==> config.mk <==
export PLATFORM = sky130hd
export DESIGN_NAME = uart_frame_check
export DESIGN_NICKNAME = d
export VERILOG_FILES = /design/src/rtl/uart_frame_check.sv
export SDC_FILE = /design/constraint.sdc
export NUM_CORES = 1
export LEC_CHECK = 0
export ABC_AREA = 1
export CAP_MARGIN = 0
export CORE_MARGIN = 1.5
export CORE_UTILIZATION = 55
export CTS_CLUSTER_DIAMETER = 60
export DETAILED_ROUTE_END_ITERATION = 6
export GPL_TIMING_DRIVEN = 0
export PLACE_DENSITY = 0.85
export SETUP_SLACK_MARGIN = 0.2
export SLEW_MARGIN = 10
export SYNTH_ARGS = -nofsm -noshare
export SYNTH_HDL_FRONTEND = slang
export SYNTH_SLANG_ARGS = --single-unit
==> constraint.sdc <==
create_clock -name CLK -period 5.35 [get_ports CLK]
set_clock_uncertainty 0.1 [all_clocks]
set_input_delay 1.07 -clock CLK [delete_from_list [all_inputs] [get_ports CLK]]
set_output_delay 1.07 -clock CLK [all_outputs]
set_load 0.01 [all_outputs]
==> src/rtl/uart_frame_check.sv <==
// Frame-tail checker for the UART receiver: walks the optional parity bit and one
// or two stop bits using the shared edge counter, flagging sticky parity/stop errors.
module uart_frame_check #(
    parameter int DATA_WIDTH     = 8,
    parameter int PRESCALE_WIDTH = 6
) (
    input  logic                      CLK,
    input  logic                      RST,
    input  logic                      chk_start,
    input  logic [DATA_WIDTH-1:0]     data,
    input  logic                      par_en,
    input  logic                      par_typ,
    input  logic                      stop2,
    input  logic                      sampled_bit,
    input  logic [PRESCALE_WIDTH-1:0] edge_cnt,
    input  logic [PRESCALE_WIDTH-1:0] prescale,
    output logic                      busy,
    output logic                      par_err,
    output logic                      stp_err,
    output logic                      chk_done
);

    // One extra bit so (P>>1)+2 cannot wrap for the largest prescale.
    localparam int CW = PRESCALE_WIDTH + 1;

    typedef enum logic [2:0] {
        S_IDLE,
        S_PAR,
        S_STP1,
        S_STP2,
        S_DONE
    } state_t;

    state_t          state_q, state_d;
    logic            stop2_q, stop2_d;
    logic            exp_par_q, exp_par_d;
    logic [CW-1:0]   samp_q, samp_d;
    logic [CW-1:0]   end_q, end_d;
    logic            par_err_q, par_err_d;
    logic            stp_err_q, stp_err_d;
    logic            busy_q, busy_d;
    logic            done_q, done_d;

    logic [CW-1:0]   p_eff;
    logic [CW-1:0]   half_plus2;
    logic [CW-1:0]   end_pt;
    logic [CW-1:0]   samp_pt;
    logic            at_samp;
    logic            at_end;
    logic            start_ok;

    // Sample and end points are derived from the prescale offered with chk_start
    // and frozen for the whole tail, so mid-frame prescale changes have no effect.
    always_comb begin
        p_eff      = (prescale >= PRESCALE_WIDTH'(4)) ? {1'b0, prescale} : CW'(8);
        half_plus2 = (p_eff >> 1) + CW'(2);
        end_pt     = p_eff - CW'(1);
        samp_pt    = (half_plus2 < end_pt) ? half_plus2 : end_pt;
    end

    assign at_samp  = ({1'b0, edge_cnt} == samp_q);
    assign at_end   = ({1'b0, edge_cnt} == end_q);
    assign start_ok = chk_start && ((state_q == S_IDLE) || (state_q == S_DONE));

    always_comb begin
        // NOTE: every variable gets a default first so no path leaves it unassigned (no latches).
        state_d   = state_q;
        stop2_d   = stop2_q;
        exp_par_d = exp_par_q;
        samp_d    = samp_q;
        end_d     = end_q;
        par_err_d = par_err_q;
        stp_err_d = stp_err_q;

        unique case (state_q)
            S_IDLE: ;
            S_PAR: begin
                if (at_samp) begin
                    par_err_d = (sampled_bit != exp_par_q);
                end
                if (at_end) begin
                    state_d = S_STP1;
                end
            end
            S_STP1: begin
                if (at_samp && !sampled_bit) begin
                    stp_err_d = 1'b1;
                end
                if (at_end) begin
                    state_d = stop2_q ? S_STP2 : S_DONE;
                end
            end
            S_STP2: begin
                if (at_samp && !sampled_bit) begin
                    stp_err_d = 1'b1;
                end
                if (at_end) begin
                    state_d = S_DONE;
                end
            end
            S_DONE: begin
                state_d = S_IDLE;
            end
            default: begin
                state_d = S_IDLE;
            end
        endcase

        // A start in DONE is taken like one in IDLE so frames can run back to back.
        if (start_ok) begin
            state_d   = par_en ? S_PAR : S_STP1;
            stop2_d   = stop2;
            exp_par_d = (^data) ^ par_typ;
            samp_d    = samp_pt;
            end_d     = end_pt;
            par_err_d = 1'b0;
            stp_err_d = 1'b0;
        end

        busy_d = (state_d != S_IDLE);
        done_d = (state_d == S_DONE);
    end

    // NOTE: sequential state uses non-blocking assignments; reset is synchronous here.
    always_ff @(posedge CLK) begin
        if (!RST) begin
            state_q   <= S_IDLE;
            stop2_q   <= 1'b0;
            exp_par_q <= 1'b0;
            samp_q    <= '0;
            end_q     <= '0;
            par_err_q <= 1'b0;
            stp_err_q <= 1'b0;
            busy_q    <= 1'b0;
            done_q    <= 1'b0;
        end else begin
            state_q   <= state_d;
            stop2_q   <= stop2_d;
            exp_par_q <= exp_par_d;
            samp_q    <= samp_d;
            end_q     <= end_d;
            par_err_q <= par_err_d;
            stp_err_q <= stp_err_d;
            busy_q    <= busy_d;
            done_q    <= done_d;
        end
    end

    assign busy     = busy_q;
    assign par_err  = par_err_q;
    assign stp_err  = stp_err_q;
    assign chk_done = done_q;

endmodule

# Yosys cells after proc, flatten, opt, wreduce, memory -nomap -nowiden
# Cells that the tools add are included.
# totals
output_inout_bits	4
ff_bits	23
# op_classes
eq_ne	8
bitwise_logic	2
order_cmp	2
n_mux	9
addsub	2
reduce_logical	11
# ops
op	count
3-bit two-way mux	5
6-bit by 7-bit equality test with 1-bit output	2
3-bit case mux with 4 select lines	1
8-bit XOR reduction	1
6-bit by 7-bit less-than comparator with 1-bit output	1
7-bit two-way mux	1
6-bit by 1-bit subtractor with 7-bit output (second input constant)	1
5-bit by 2-bit adder with 6-bit output (second input constant)	1
3-bit by 2-bit equality test with 1-bit output (second input constant)	2
3-bit equality test (second input constant)	2
6-bit by 3-bit greater-or-equal comparator with 1-bit output (second input constant)	1
6-bit two-way mux	1
2-bit AND reduction	2
2-bit OR reduction	2
3-bit by 1-bit equality test with 1-bit output (second input constant)	1
3-bit zero test	1
3-bit nonzero test	1
1-bit logical AND	2
2-bit two-way mux	1
1-bit zero test	1
1-bit logical OR	1
1-bit inequality test	1
1-bit inverter	1
1-bit bitwise XOR	1

# Logic depth before layout (Yosys ltp)
# logic_depth
depth_word	5
ltp_mapped	16
depth_no_buf	16

# Least setup slack after synthesis
# Ideal clock, no wire load.
# synth_timing
path_type	input -> register
start	input port prescale[4]
end	register samp_q[1]
path_stages	13
arrival_ps	2836
setup_slack_ps	2292
setup_ps	122
cell_sequence	nor2_4 -> nand2_2 -> nand2_2 -> ha_1 -> nand2_1 -> xor2_1 -> inv_1 -> ha_1 -> a21o_1 -> nand3_1 -> nand3_2 -> o211ai_1 -> o21ai_1
# synth_between
elab_chain_len	5
# synth_lines
item	line_no	text
from (decl)	16	input logic [PRESCALE_WIDTH-1:0] prescale,
6-bit by 3-bit greater-or-equal comparator with 1-bit output	55	p_eff = (prescale >= PRESCALE_WIDTH'(4)) ? {1'b0, prescale} : CW'(8);
6-bit two-way mux	55	
6-bit by 1-bit subtractor with 7-bit output	57	end_pt = p_eff - CW'(1);
net end_pt[0]	46	logic [CW-1:0] end_pt;
6-bit by 7-bit less-than comparator with 1-bit output	58	samp_pt = (half_plus2 < end_pt) ? half_plus2 : end_pt;
7-bit two-way mux	58	
to (signal assigned)	140	samp_q <= samp_d;
to (decl)	37	logic [CW-1:0] samp_q, samp_d;
# The timed path passes the listed nets, and every way through them passes these cells.
# A chain may end at the register's enable or synchronous reset.

# Final worst setup path
# Same ends and word-level chain as after synthesis.

==> flow_summary.yaml <==
detailed_routing:
  met2_length_um: 1610
  initialDrtViolationCount: 67
  detail-route-antenna-nets: 0
  routed_wl_um: 3340
  top_signal_layer_used: "met4"
  dr_total_vias: 1502
  route.detailed.vias_per_inst: 5.20
  drc_errors: 0
  drt_pass1_iterations: 4
  post_route_met1_wirelength_um: 1460
  dr_wl_met3_um: 206
  wl_per_cell_um: 11.6
worst_setup_path:
  crit_type: "input pin to flip-flop"
  endpoint_kind: "flip-flop"
  cp.required_ps: 5450
  worst-endpoint-arrival_ps: 3740
  critical_path.max_fanout: 10
  rrSetupSlack_ps: 3710
  worstSetupStartpointType: "input pin"
synth:
  synth_warnings: 0
  postSynth.asyncResetShare_pct: 0
  synth_fp_nets: 260
  netlist_top_cells_count: "nand2_1, inv_1, dfxtp_1"
  number_of_enable_flip_flop_cells_after_synthesis: 0
  postSynth.topFlopCell: "dfxtp_1"
  yosys.area.top_type_share_pct: 30.0
  netlist.top_cell.by_area: "dfxtp_1"
  netlist_top_cells_area: "dfxtp_1, nand2_1, inv_1"
  flip_flop_and_latch_count_after_synthesis: 23
  mappedNetlistArea_um2: 1540
  synth_cell_types: 31
  syn_avg_cell_area_um2: 6.83
  post_synth_inst_count: 225
  yosysMostFrequentCell: "nand2_1"
  yosysSeqAreaShare_pct: 30.0
clock_tree:
  htree_num_levels: 1
  clock_path_buffers: 2
  post_cts_hold_buffer_count: 0
  cts.clk_slew.worst_paths_ps: 130
  cts_num_sinks: 23
  clockRootBuffer: "clkbuf_4"
  post-cts-setup-buffers: 0
  number_of_gates_resized_after_cts: 0
  cts_made_buffers: 3
  cts_tree: "built"
  worst_skew_pair_latency_ps: 310
timing:
  fin_setup_tns_ps: 0
  layout_min_cycle_time_ps: 3640
  worstMarginPinSlew_ps: 416
  final_max_slew_viol_count: 0
  post_route_clock_period_utilization_pct: 68.0
  grt_setup_unrepaired: "no"
  fin_ws_ps: 1710
  hold_viol: 0
  relSlewSlack_pct: 72.3
  achievable-frequency_mhz: 275
  finalSetupViolations: 0
die:
  ios: 31
  floorplan.initialDensity_pct: 59.8
  number_of_placement_rows: 18
  core_area_um2: 2570
  die_width_um: 55.9
  die_h_um: 55.9
  floorplan.die_area_um2: 3120
cells_and_area:
  multi_input_gate_area_in_the_final_layout_um2: 941
  stdcell_count: 289
  drive_above_1_share_pct: 8.49
  fillerInstances: 218
  net_total_in_the_final_layout: 295
  diodes_inserted: 0
  seqCellArea_um2: 460
  syn2layout_area_growth_pct: 23.8
power_and_ir_drop:
  p_comb_share_pct: 33.4
  clock_power_share_pct: 19.5
  p_int_w: 0.000273
  power.net_switching_w: 0.000136
  power.density_cell_area_nw_per_um2: 215
  sequential_fraction_of_design_power_pct: 47.1
  totalPowerFinal_w: 0.000408
  vdd_drop_max_v: 0.000134
  power_switching_share_pct: 33.2
  power_leakage_nw: 0.893
global_routing:
  overflow: 0
  grt_pass1_wl_um: 6040
  largest_net_degree_at_the_start_of_global_routing: 14
  grtUsageTotal_pct: 24.0
  first_global_vias: 1486
  grt_antenna_before_repair: 0
place:
  io_buffer_count: 30
  hpwlAfterDp_um: 2770
  dp.cells: 285
  gp_congestion: 0.882
  pre_cts_ws_ps: 1430
run_status:
  run_status: "completed"
run:
  max_cap_violations: 0
worst_hold_path:
  timing.hold.worst.class: "flip-flop to flip-flop"
-- layer usage --
| metal | vias up | GRT usage [%] |
|---|---|---|
| met1 | 657 | 28.9 |
| met5 | - | 0 |
| met3 | 6 | 3.49 |
| met4 | 0 | 9.52 |
| li1 | 785 | - |
| met2 | 54 | 42.7 |
-- worst max-delay path, stage by stage --
cell	delay, ps
clkdlybuf4s50_1	520
nor2_4	190
nand2_2	80
nand2_2	100
ha_1	250
nand2_1	90
xor2_1	180
inv_1	100
ha_1	320
a21o_1	180
nand3_1	110
nand3_2	200
o211ai_1	240
o21ai_1	90
-- final timing paths --
path                            depth (start not counted)   endpoint         from
worst max-delay path                                   14  samp_q[1]  prescale[4]
worst min-delay path                                    2  samp_q[6]    samp_q[6]
worst max register to register                          5   end_q[6]   state_q[1]
worst min register to register                          2  samp_q[6]    samp_q[6]
-- cells in the final DEF (no fill, tap or decap), types with 2 or more instances in the layout --
master           instances
a21oi_1                  3
clkbuf_4                 3
clkdlybuf4s50_1         30
dfxtp_1                 23
ha_1                     8
inv_1                   32
inv_2                    3
nand2_1                 62
nand2_2                  3
nand3_1                 13
nand3_2                  4
nor2_1                  19
nor2_2                   2
nor2_4                   2
nor3_1                   4
o211ai_1                 3
o21ai_0                  6
o21ai_1                  3
o22ai_1                  7
xnor2_1                  7
xor2_1                   9
-- area by class of cell --
| type | count | share of cell area [%] |
|---|---|---|
| plain buffers | 1 | 0.197 |
| flip-flops and latches | 23 | 24.2 |
| clock inverters | 1 | 0.263 |
| multi-input cells | 166 | 49.5 |
| inverters | 35 | 6.91 |
| repair buffers | 30 | 15.8 |
| well taps | 30 | 1.97 |
| clock buffers | 3 | 1.18 |
-- state kept, by name, indices dropped and copies added (netlist names) --
name and count:
samp_q 7, chk_done 1, end_q 7, exp_par_q 1, busy 1, par_err 1, state_q 3, stp_err 1
stop2_q 1
-- cells by family (layout without fill, tap and decap cells) --
| kind of cell | Yosys count | after routing | share of synthesized area [%] |
|---|---|---|---|
| and+or+nand+nor | 114 | 114 | 33.6 |
| DFF | 23 | 23 | 30.0 |
| xor gates and xnor gates | 17 | 17 | 10.2 |
| buffers and inverters | 36 | 70 | 8.79 |
| adders and majority gates | 8 | 8 | 6.51 |
| AOI/OAI and AO/OA | 27 | 27 | 10.9 |
-- per-stage QoR --
| stage | area (um2) | utilization (%) | hold slack, ps |
|---|---|---|---|
| 2_1_floorplan | 1540 | - | 319 |
| 3_3_place_gp | 1870 | 73.0 | 328 |
| 3_5_place_dp | 1870 | 73.0 | 328 |
| 4_1_cts | 1900 | 74.1 | 348 |
| 5_1_grt | 1900 | 74.1 | 385 |
| 6_report | 1900 | 74.1 | 347 |
-- power groups by stage --
stage | clock (W) | combinational (W) | sequential (W)
2_1_floorplan | 0 | 0.0000891 | 0.000195
3_3_place_gp | 0 | 0.000131 | 0.000196
3_5_place_dp | 0 | 0.000135 | 0.000196
4_1_cts | 0.0000792 | 0.000136 | 0.000192
5_1_grt | 0.0000875 | 0.000156 | 0.000194
6_report | 0.0000796 | 0.000136 | 0.000192
(Power assumes the default switching activity.)
